$ cat src/rtl/dt_stack_ctrl_pkg.sv
// Shared command encodings, command width and FSM state codes for the data-stack engine.
package dt_stack_ctrl_pkg;

  localparam int unsigned SC_N = 3;

  typedef enum logic [SC_N-1:0] {
    SC_NON = 3'd0,
    SC_PUS = 3'd1,
    SC_POP = 3'd2,
    SC_TOP = 3'd3,
    SC_SWP = 3'd4,
    SC_CLR = 3'd5
  } sc_cmd_e;

  typedef enum logic {
    ST_IDLE = 1'b0,
    ST_SWP2 = 1'b1
  } sc_state_e;

endpackage

$ cat src/rtl/dt_stack_ctrl_if.sv
// Command/response bundle between the controller FSM (master) and the stack engine (slave).
interface dt_stack_ctrl_if #(
  parameter int unsigned WIDTH = 32,
  parameter int unsigned DEPTH = 16,
  parameter int unsigned CW    = 3
);
  localparam int unsigned PW = $clog2(DEPTH + 1);

  logic [CW-1:0]    cmd;
  logic             cmd_valid;
  logic             cmd_ready;
  logic [WIDTH-1:0] din;
  logic [WIDTH-1:0] dout;
  logic             rsp_valid;
  logic [PW-1:0]    count;
  logic             empty;
  logic             full;
  logic             ovf;
  logic             unf;

  modport master (
    output cmd, cmd_valid, din,
    input  cmd_ready, dout, rsp_valid, count, empty, full, ovf, unf
  );

  modport slave (
    input  cmd, cmd_valid, din,
    output cmd_ready, dout, rsp_valid, count, empty, full, ovf, unf
  );
endinterface

$ cat src/rtl/dt_stack_ram.sv
// Stack storage: synchronous single write port, two asynchronous read ports, no reset.
module dt_stack_ram #(
  parameter int unsigned WIDTH = 32,
  parameter int unsigned DEPTH = 16,
  parameter int unsigned AW    = $clog2(DEPTH)
) (
  input  logic             clk,
  input  logic             we,
  input  logic [AW-1:0]    waddr,
  input  logic [WIDTH-1:0] wdata,
  input  logic [AW-1:0]    raddr0,
  output logic [WIDTH-1:0] rdata0,
  input  logic [AW-1:0]    raddr1,
  output logic [WIDTH-1:0] rdata1
);

  logic [WIDTH-1:0] mem [DEPTH];

  always_ff @(posedge clk) begin
    if (we) mem[waddr] <= wdata;
  end

  assign rdata0 = mem[raddr0];
  assign rdata1 = mem[raddr1];

endmodule

$ cat src/rtl/dt_stack_ctrl.sv
// Data-stack engine: push/pop/peek/swap/clear with registered result, depth status and sticky flags.
module dt_stack_ctrl
  import dt_stack_ctrl_pkg::*;
#(
  parameter int unsigned WIDTH = 32,
  parameter int unsigned DEPTH = 16,
  parameter int unsigned CW    = SC_N
) (
  input  logic            Clock,
  input  logic            Reset,
  dt_stack_ctrl_if.slave  bus
);

  localparam int unsigned PW = $clog2(DEPTH + 1);
  localparam int unsigned AW = $clog2(DEPTH);

  sc_state_e        state_q, state_d;
  logic [PW-1:0]    count_q, count_d;
  logic [WIDTH-1:0] dout_q, dout_d;
  logic             rsp_q, rsp_d;
  logic             ovf_q, ovf_d;
  logic             unf_q, unf_d;
  logic [WIDTH-1:0] tmp_q, tmp_d;

  logic             we_c;
  logic [AW-1:0]    waddr_c;
  logic [WIDTH-1:0] wdata_c;
  logic [AW-1:0]    idx1_c, idx2_c;
  logic [WIDTH-1:0] rd1_c, rd2_c;
  logic             empty_c, full_c;

  assign idx1_c  = AW'(count_q - PW'(1));
  assign idx2_c  = AW'(count_q - PW'(2));
  assign empty_c = (count_q == '0);
  assign full_c  = (count_q == PW'(DEPTH));

  // Reset blocks the write so an aborted swap cannot disturb storage in the reset cycle.
  dt_stack_ram #(
    .WIDTH (WIDTH),
    .DEPTH (DEPTH),
    .AW    (AW)
  ) u_ram (
    .clk    (Clock),
    .we     (we_c & Reset),
    .waddr  (waddr_c),
    .wdata  (wdata_c),
    .raddr0 (idx1_c),
    .rdata0 (rd1_c),
    .raddr1 (idx2_c),
    .rdata1 (rd2_c)
  );

  always_ff @(posedge Clock) begin
    if (!Reset) begin
      state_q <= ST_IDLE;
      count_q <= '0;
      dout_q  <= '0;
      rsp_q   <= 1'b0;
      ovf_q   <= 1'b0;
      unf_q   <= 1'b0;
    end else begin
      state_q <= state_d;
      count_q <= count_d;
      dout_q  <= dout_d;
      rsp_q   <= rsp_d;
      ovf_q   <= ovf_d;
      unf_q   <= unf_d;
    end
  end

  // Swap holding register carries the old top word into the second swap cycle.
  always_ff @(posedge Clock) begin
    tmp_q <= tmp_d;
  end

  always_comb begin
    state_d = state_q;
    count_d = count_q;
    dout_d  = dout_q;
    rsp_d   = 1'b0;
    ovf_d   = ovf_q;
    unf_d   = unf_q;
    tmp_d   = tmp_q;
    we_c    = 1'b0;
    waddr_c = AW'(count_q);
    wdata_c = bus.din;

    unique case (state_q)
      ST_IDLE: begin
        if (bus.cmd_valid) begin
          case (bus.cmd)
            CW'(SC_PUS): begin
              if (!full_c) begin
                we_c    = 1'b1;
                waddr_c = AW'(count_q);
                wdata_c = bus.din;
                count_d = count_q + PW'(1);
              end else begin
                ovf_d = 1'b1;
              end
            end
            CW'(SC_POP), CW'(SC_TOP): begin
              rsp_d = 1'b1;
              if (!empty_c) begin
                dout_d = rd1_c;
                if (bus.cmd == CW'(SC_POP)) count_d = count_q - PW'(1);
              end else begin
                dout_d = '0;
                unf_d  = 1'b1;
              end
            end
            CW'(SC_SWP): begin
              if (count_q >= PW'(2)) begin
                tmp_d   = rd1_c;
                we_c    = 1'b1;
                waddr_c = idx1_c;
                wdata_c = rd2_c;
                state_d = ST_SWP2;
              end else begin
                unf_d = 1'b1;
              end
            end
            CW'(SC_CLR): begin
              count_d = '0;
              ovf_d   = 1'b0;
              unf_d   = 1'b0;
              dout_d  = '0;
            end
            default: ;
          endcase
        end
      end
      ST_SWP2: begin
        we_c    = 1'b1;
        waddr_c = idx2_c;
        wdata_c = tmp_q;
        state_d = ST_IDLE;
      end
      default: state_d = ST_IDLE;
    endcase
  end

  assign bus.cmd_ready = (state_q == ST_IDLE);
  assign bus.dout      = dout_q;
  assign bus.rsp_valid = rsp_q;
  assign bus.count     = count_q;
  assign bus.empty     = empty_c;
  assign bus.full      = full_c;
  assign bus.ovf       = ovf_q;
  assign bus.unf       = unf_q;

endmodule

$ cat src/flat_wrapper.sv
// flat-port wrapper written by rule: the top's interface ports become plain ports
module dt_stack_ctrl_flat import dt_stack_ctrl_pkg::*;
#(
  parameter int unsigned WIDTH = 32,
  parameter int unsigned DEPTH = 16,
  parameter int unsigned CW    = SC_N
)
  (Clock, Reset, bus_cmd, bus_cmd_valid, bus_din, bus_cmd_ready, bus_dout, bus_rsp_valid, bus_count, bus_empty, bus_full, bus_ovf, bus_unf);
  dt_stack_ctrl_if #(.WIDTH(WIDTH), .DEPTH(DEPTH), .CW(CW)) bus_i ();
  input  logic Clock;
  input  logic Reset;
  input wire logic [$bits(bus_i.cmd)-1:0] bus_cmd;
  input wire logic [$bits(bus_i.cmd_valid)-1:0] bus_cmd_valid;
  input wire logic [$bits(bus_i.din)-1:0] bus_din;
  output wire logic [$bits(bus_i.cmd_ready)-1:0] bus_cmd_ready;
  output wire logic [$bits(bus_i.dout)-1:0] bus_dout;
  output wire logic [$bits(bus_i.rsp_valid)-1:0] bus_rsp_valid;
  output wire logic [$bits(bus_i.count)-1:0] bus_count;
  output wire logic [$bits(bus_i.empty)-1:0] bus_empty;
  output wire logic [$bits(bus_i.full)-1:0] bus_full;
  output wire logic [$bits(bus_i.ovf)-1:0] bus_ovf;
  output wire logic [$bits(bus_i.unf)-1:0] bus_unf;
  assign bus_i.cmd = bus_cmd;
  assign bus_i.cmd_valid = bus_cmd_valid;
  assign bus_i.din = bus_din;
  assign bus_cmd_ready = bus_i.cmd_ready;
  assign bus_dout = bus_i.dout;
  assign bus_rsp_valid = bus_i.rsp_valid;
  assign bus_count = bus_i.count;
  assign bus_empty = bus_i.empty;
  assign bus_full = bus_i.full;
  assign bus_ovf = bus_i.ovf;
  assign bus_unf = bus_i.unf;
  dt_stack_ctrl #(.WIDTH(WIDTH), .DEPTH(DEPTH), .CW(CW)) u_core (.Clock(Clock), .Reset(Reset), .bus(bus_i));
endmodule
$ cat config.mk
export PLATFORM = sky130hd
export DESIGN_NAME = dt_stack_ctrl_flat
export DESIGN_NICKNAME = d
export VERILOG_FILES = /design/src/rtl/dt_stack_ctrl_pkg.sv /design/src/rtl/dt_stack_ctrl_if.sv /design/src/rtl/dt_stack_ram.sv /design/src/rtl/dt_stack_ctrl.sv /design/src/flat_wrapper.sv
export SDC_FILE = /design/constraint.sdc
export NUM_CORES = 1
export LEC_CHECK = 0
export ABC_AREA = 1
export CORE_AREA = 5 5 263 291
export CTS_CLUSTER_SIZE = 25
export DETAILED_ROUTE_END_ITERATION = 8
export DIE_AREA = 0 0 268 296
export HOLD_SLACK_MARGIN = 0.06
export SLEW_MARGIN = 5
export SYNTH_ARGS = -nofsm -noshare
export SYNTH_HDL_FRONTEND = slang
export SYNTH_SLANG_ARGS = --single-unit
$ cat constraint.sdc
create_clock -name Clock -period 5.4 [get_ports Clock]
set_input_delay 1.08 -clock Clock [delete_from_list [all_inputs] [get_ports Clock]]
set_output_delay 1.08 -clock Clock [all_outputs]
set_load 0.1 [all_outputs]
==> impl_metrics.env, run 1 <==
export IMPL_critPathKind="flip-flop to output pin"
export IMPL_ys_types=32
export IMPL_power_leakage_uw=0.01142
export IMPL_clk_latency_ps=640
export IMPL_place_port_buffers=80
export IMPL_path_max_fanout=75
export IMPL_async_flop_share_pct=0
export IMPL_grt_pass1_vias=20930
export IMPL_dpl_hpwl_mm=47.18
export IMPL_clock_fmax_mhz=229.1
export IMPL_fin_util_pct=44.38
export IMPL_required_ps=4320
export IMPL_met1Wirelength_mm=37.64
export IMPL_syn_num_nets=3216
export IMPL_drtIter0Drc=2523
export IMPL_grt_antenna_before_repair=0
export IMPL_layout_nets=3171
export IMPL_ioPinCount=81
export IMPL_vias=22980
export IMPL_crit_path_end_kind="output pin"
export IMPL_vias_per_cell=5.564
export IMPL_setup_viol=0
export IMPL_outcome="complete, no violations"
export IMPL_fin_tns_setup_ps=0
export IMPL_ir_drop_mv=0.2293
export IMPL_drc_errors=0
export IMPL_dieArea_um2=79330
export IMPL_synth_xor_area_share_pct=0.1467
export IMPL_cts_buffers=59
export IMPL_crit_slowest_cell="clkdlybuf4s50_1"
export IMPL_met3WireLength_mm=6.885
export IMPL_wl_met2_mm=40.90
export IMPL_grt_pass1_wl_mm=131.5
export IMPL_yosysSeqAreaShare_pct=59.15
export IMPL_core_um2=72870
export IMPL_synth_compound_area_share_pct=9.072
export IMPL_hold_buffers=0
export IMPL_slew_viol_final=0
export IMPL_synth_top_family_by_area="simple AND/OR/NAND/NOR gates"
export IMPL_finalHoldViolCount=0
export IMPL_initial_core_util_pct=39.80
export IMPL_cts_post_setup_buffers_inserted=0
export IMPL_synthMuxAreaShare_pct=0
export IMPL_syn_to_final_growth_pct=11.49
export IMPL_arrival_ps=3280
export IMPL_tightest_slew_ps=1147
export IMPL_die_x_um=268
export IMPL_firstDrtPassIters=6
export IMPL_slowest_delay_ps=1280
export IMPL_grt_start_max_net_pins=238
export IMPL_cts_root_buf="clkbuf_16"
export IMPL_wirelength_mm=88.71
export IMPL_synthTopCellsByArea="edfxtp_1, nand3_1, nand2_1"
export IMPL_clk_transition_reported_paths_ps=60
export IMPL_die_h_um=296
export IMPL_cts_sinks=585
export IMPL_clock_path_buffers=3
export IMPL_synth_top_area_share_pct=56.32
export IMPL_finClkSkew_ps=20.28
export IMPL_antenna_left=0
export IMPL_htreeDepth=2
export IMPL_post_route_period_util_pct=80.83
export IMPL_min_period_ps=4365
export IMPL_synth_area_um2=29010
export IMPL_syn_avg_cell_area_um2=9.147
export IMPL_slew_headroom_pct=23.32
export IMPL_wire_per_inst_um=21.48
export IMPL_cts_tree="yes"
export IMPL_hold_path_class="flip-flop to flip-flop"
export IMPL_yosysTopAreaCell="edfxtp_1"
export IMPL_power_uw=11090
export IMPL_gp_congestion=0.8226
export IMPL_grt_setup_unrepaired="no"
export IMPL_grt_overflow=0
export IMPL_path_cells="buf_4 -> clkdlybuf4s50_1"
export IMPL_grt_use_total_pct=21.71
export IMPL_startpoint_type="flip-flop"
export IMPL_routed_top_layer="met4"
export IMPL_synthAdderAreaFrac_pct=0.3020
export IMPL_yosys_warnings=0
export IMPL_yosys_area_share_simple_pct=25.42
export IMPL_synth_edf_count=544
export IMPL_cap_violations=0
export IMPL_cellPowerDensity_nw_per_um2=342.9
export IMPL_syn_inst=3171
export IMPL_post_cts_resized=0
export IMPL_synth_main_ff_cell="edfxtp_1"
export IMPL_drive_above_1_share_pct=6.049
export IMPL_fp_row_count=104
export IMPL_ys_ff_latch=585
-- sequential cells by signal, summed over array words and instances, names as in the netlist --
register,count
u_core.bus.ovf,1
u_core.bus.count,5
u_core.bus.unf,1
u_core.u_ram.mem,512
u_core.bus.rsp_valid,1
u_core.bus.dout,32
u_core.tmp_q,32
u_core.state_q,1
-- cells by family after synthesis --
family | count (synthesis)
AND/OR/NAND/NOR | 1749
AO/OA/AOI/OAI | 475
buffers and inverters | 351
adder cells (fa/ha/maj) | 7
XOR/XNOR | 4
flip-flops | 585
-- synthesized netlist by cell type, types with 2 or more instances --
cell      instances
nand2_1         639
buf_2            88
dfxtp_1          41
xor2_1            2
buf_1            27
o211ai_2         20
nand3_1         636
inv_1           107
nor2_1          468
buf_6            30
inv_2             8
o211ai_1         36
o21ai_1          10
ha_1              7
clkbuf_1         76
a21oi_1         121
edfxtp_1        544
nand2_2           2
o21ai_0         284
buf_4            13
-- worst max-delay path, delay by kind of cell, from the launching register on --
| family | cells | cell delay (ps) |
|---|---|---|
| buffers and inverters | 2 | 1960 |
| flip-flops | 1 | 700 |
-- metrics by stage --
stage / setup WS, ps / instances / hold WS [ps] / cell area, µm²
floorplan: 329.3 / 3171 / 738.2 / 29010
global placement: 1283 / 4019 / 439.4 / 30490
detailed placement: 1217 / 4019 / 447.3 / 30490
CTS: 982.9 / 4128 / 456.2 / 32330
global route: 871.7 / 4128 / 478.5 / 32330
finish: 1035 / 4129 / 453.4 / 32340
-- report_power, final --
part           total (µW)  internal (µW)  switching [µW]
sequential           5090           5050            35.2
clock                4000           2260            1740
combinational        2000            533            1470
-- cell type report --
cell class | instances | area [µm²]
Tap cell | 954 | 1194
Clock inverter | 38 | 306.5
Timing Repair Buffer | 129 | 1364
Inverter | 116 | 452.9
Antenna cell | 1 | 2.502
Clock buffer | 71 | 1543
Fill cell | 6989 | 40530
Multi-Input combinational cell | 2235 | 10310
Sequential cell | 585 | 17170
-- path summary, 6_finish.rpt --
path / depth (start not counted) / end / from / slack [ps]
worst max-delay path: 2 / bus_count[0] / u_core.bus.count[0]$_SDFFE_PN0P_ / 1040
worst min-delay path: 2 / u_core.bus.unf$_SDFFE_PN0P_ / u_core.bus.unf$_SDFFE_PN0P_ / 450
worst max register to register: 11 / u_core.u_ram.mem[7][20]$_DFFE_PP_ / u_core.bus.count[1]$_SDFFE_PN0P_ / 1380
worst min register to register: 2 / u_core.bus.unf$_SDFFE_PN0P_ / u_core.bus.unf$_SDFFE_PN0P_ / 450
-- per-layer routing --
layer / track usage [%] / up-vias
met4: 7.968 / 0
met5: 0 / -
li1: - / 10900
met3: 3.560 / 184
met2: 35.06 / 954
met1: 29.80 / 10940
-- layout by cell type, fill, tap and decap left out, types with 2 or more instances in the layout --
cell type        Yosys  final
clkbuf_1            76     11
nor2_1             468    452
o211ai_1            36     36
nand2_1            639    638
nand2_2              2      3
dfxtp_4              0      3
a21oi_1            121    121
xor2_1               2      2
o211ai_2            20     20
o21ai_1             10     10
ha_1                 7      5
clkdlybuf4s50_1      0     78
clkinv_2             0     16
nor2_4               0     17
clkbuf_16            0     60
dfxtp_1             41     38
nand3_1            636    636
ha_4                 0      2
inv_2                8      7
inv_6                0      2
o21ai_0            284    284
clkinv_1             1     19
inv_1              107    103
buf_12               0     16
edfxtp_1           544    544
buf_4               13     35
bufinv_16            0      5
(Power assumes the default switching activity.)
==> inputs of run 2 (changes only) <==
- clock period: 5.4 -> 4.5 ns (I/O delays scaled with it)
==> impl_metrics.env, run 2 (same netlist as run 1, synthesis figures left out) <==
export IMPL_outcome="complete, no violations"
export IMPL_clk_transition_reported_paths_ps=70
export IMPL_vias_per_cell=5.588
export IMPL_cts_root_buf="clkbuf_16"
export IMPL_dieArea_um2=79330
export IMPL_tightest_slew_ps=1185
export IMPL_post_cts_resized=0
export IMPL_syn_to_final_growth_pct=11.98
export IMPL_vias=23150
export IMPL_placedInstanceArea_um2=30560
export IMPL_grt_overflow=0
export IMPL_crit_path_end_kind="output pin"
export IMPL_mostFrequentLayoutCell="nand2_1"
export IMPL_drtIter0Drc=2509
export IMPL_layout_nets=3185
export IMPL_clock_fmax_mhz=268.2
export IMPL_drc_errors=0
export IMPL_drive_above_1_share_pct=6.650
export IMPL_grt_start_max_net_pins=244
export IMPL_cts_buffers=58
export IMPL_path_cells="buf_4 -> clkdlybuf4s50_1"
export IMPL_place_port_buffers=80
export IMPL_path_max_fanout=41
export IMPL_grt_setup_unrepaired="no"
export IMPL_ioPinCount=81
export IMPL_dp_cells=4034
export IMPL_min_period_ps=3729
export IMPL_cts_sinks=585
export IMPL_fin_tns_setup_ps=0
export IMPL_power_leakage_uw=0.01150
export IMPL_whs_ps=456.9
export IMPL_required_ps=3600
export IMPL_wirelength_mm=89.30
export IMPL_die_h_um=296
export IMPL_critical_path_top_delay_family="buffers and inverters"
export IMPL_cellPowerDensity_nw_per_um2=415.1
export IMPL_fin_util_pct=44.57
export IMPL_clk_latency_ps=620
export IMPL_mostFrequentLayoutCells="nand2_1, nand3_1, edfxtp_1, nor2_1, o21ai_0"
export IMPL_crit_slowest_cell="clkdlybuf4s50_1"
export IMPL_core_um2=72870
export IMPL_cts_tree="yes"
export IMPL_slew_viol_final=0
export IMPL_min_from="u_core.bus.unf$_SDFFE_PN0P_"
export IMPL_cap_violations=0
export IMPL_initial_core_util_pct=39.80
export IMPL_final_area_um2=32480
export IMPL_wire_per_inst_um=21.56
export IMPL_gp_congestion=0.8087
export IMPL_clock_path_buffers=3
export IMPL_ir_drop_mv=0.2827
export IMPL_post_route_period_util_pct=82.86
export IMPL_cts_post_setup_buffers_inserted=0
export IMPL_slowest_delay_ps=1260
export IMPL_htreeDepth=2
export IMPL_grt_use_total_pct=22.00
export IMPL_grt_antenna_before_repair=0
export IMPL_crit_buf_inv=2
export IMPL_firstDrtPassIters=6
export IMPL_fillers=6943
export IMPL_largest_register_ff_count=512
export IMPL_hold_buffers=0
export IMPL_critPathKind="flip-flop to output pin"
export IMPL_hold_path_class="flip-flop to flip-flop"
export IMPL_antenna_cells=0
export IMPL_finalHoldViolCount=0
export IMPL_setup_viol=0
export IMPL_r2r_start="u_core.bus.count[2]$_SDFFE_PN0P_"
export IMPL_startpoint_type="flip-flop"
export IMPL_register_area_um2=17170
export IMPL_finClkSkew_ps=20.02
export IMPL_slew_headroom_pct=20.91
export IMPL_regMostFlops="u_core.u_ram.mem"
export IMPL_multiInputGateArea_um2=10300
export IMPL_die_x_um=268
export IMPL_grt_pass1_vias=21340
export IMPL_fp_row_count=104
export IMPL_setup_worst_path_start="u_core.bus.count[1]$_SDFFE_PN0P_"
export IMPL_antenna_left=0
export IMPL_arrival_ps=2830
export IMPL_grt_pass1_wl_mm=133.7
export IMPL_layoutNonFillerInstCount=4142
export IMPL_dpl_hpwl_mm=48.07
==> run 2: cell count changes in the layout (fill, tap and decap cells not counted), moves of 3 or more <==
| cell | previous run | this run |
|---|---|---|
| buf_4 | 35 | 53 |
| clkbuf_1 | 11 | 6 |
| clkbuf_8 | 0 | 4 |
| clkinvlp_4 | 0 | 4 |
| buf_12 | 16 | 13 |
==> run 2: per-layer routing <==
layer / vias to the layer above / track usage (%) / share of wire [%]
li1: 10940 / - / -
met1: 11050 / 30.67 / 42
met2: 990 / 36.25 / 47
met3: 166 / 2.921 / 7.8
met4: 0 / 6.613 / 2.8
met5: - / 0 / 0
==> run 2: cell type report <==
type,instances,share of cell area [%]
Tap cell,954,3.675
Clock buffer,69,4.784
Timing Repair Buffer,144,4.430
Clock inverter,39,1.133
Sequential cell,585,52.86
Multi-Input combinational cell,2235,31.73
Inverter,116,1.395
==> run 2: power breakdown <==
part           switching (µW)  internal [µW]  leakage, µW
registers                27.5           6060      0.00522
clock network            2090           2850     0.000936
logic                    1800            653      0.00534
total                    3920           9570       0.0115
==> run 2: worst min-delay path: stages, from the launching register on <==
cell and delay, ps:
dfxtp_1 310, inv_1 50, a21oi_1 50
==> run 2: stage by stage <==
step / power, µW / worst slack [ps]
6_report: 13480 / 771.4
5_1_grt: 13990 / 708.8
4_1_cts: 13530 / 739.3
3_5_place_dp: 8619 / 787.6
3_3_place_gp: 8610 / 764.2
2_1_floorplan: 7872 / -370.9
==> run 2: path summary, 6_finish.rpt <==
check                           cells past startpoint                           endpoint  slack (ps)
worst max-delay path                                2                       bus_count[1]         770
worst max register to register                      9  u_core.u_ram.mem[12][5]$_DFFE_PP_        1130
worst min-delay path                                2        u_core.bus.unf$_SDFFE_PN0P_         460
worst min register to register                      2        u_core.bus.unf$_SDFFE_PN0P_         460
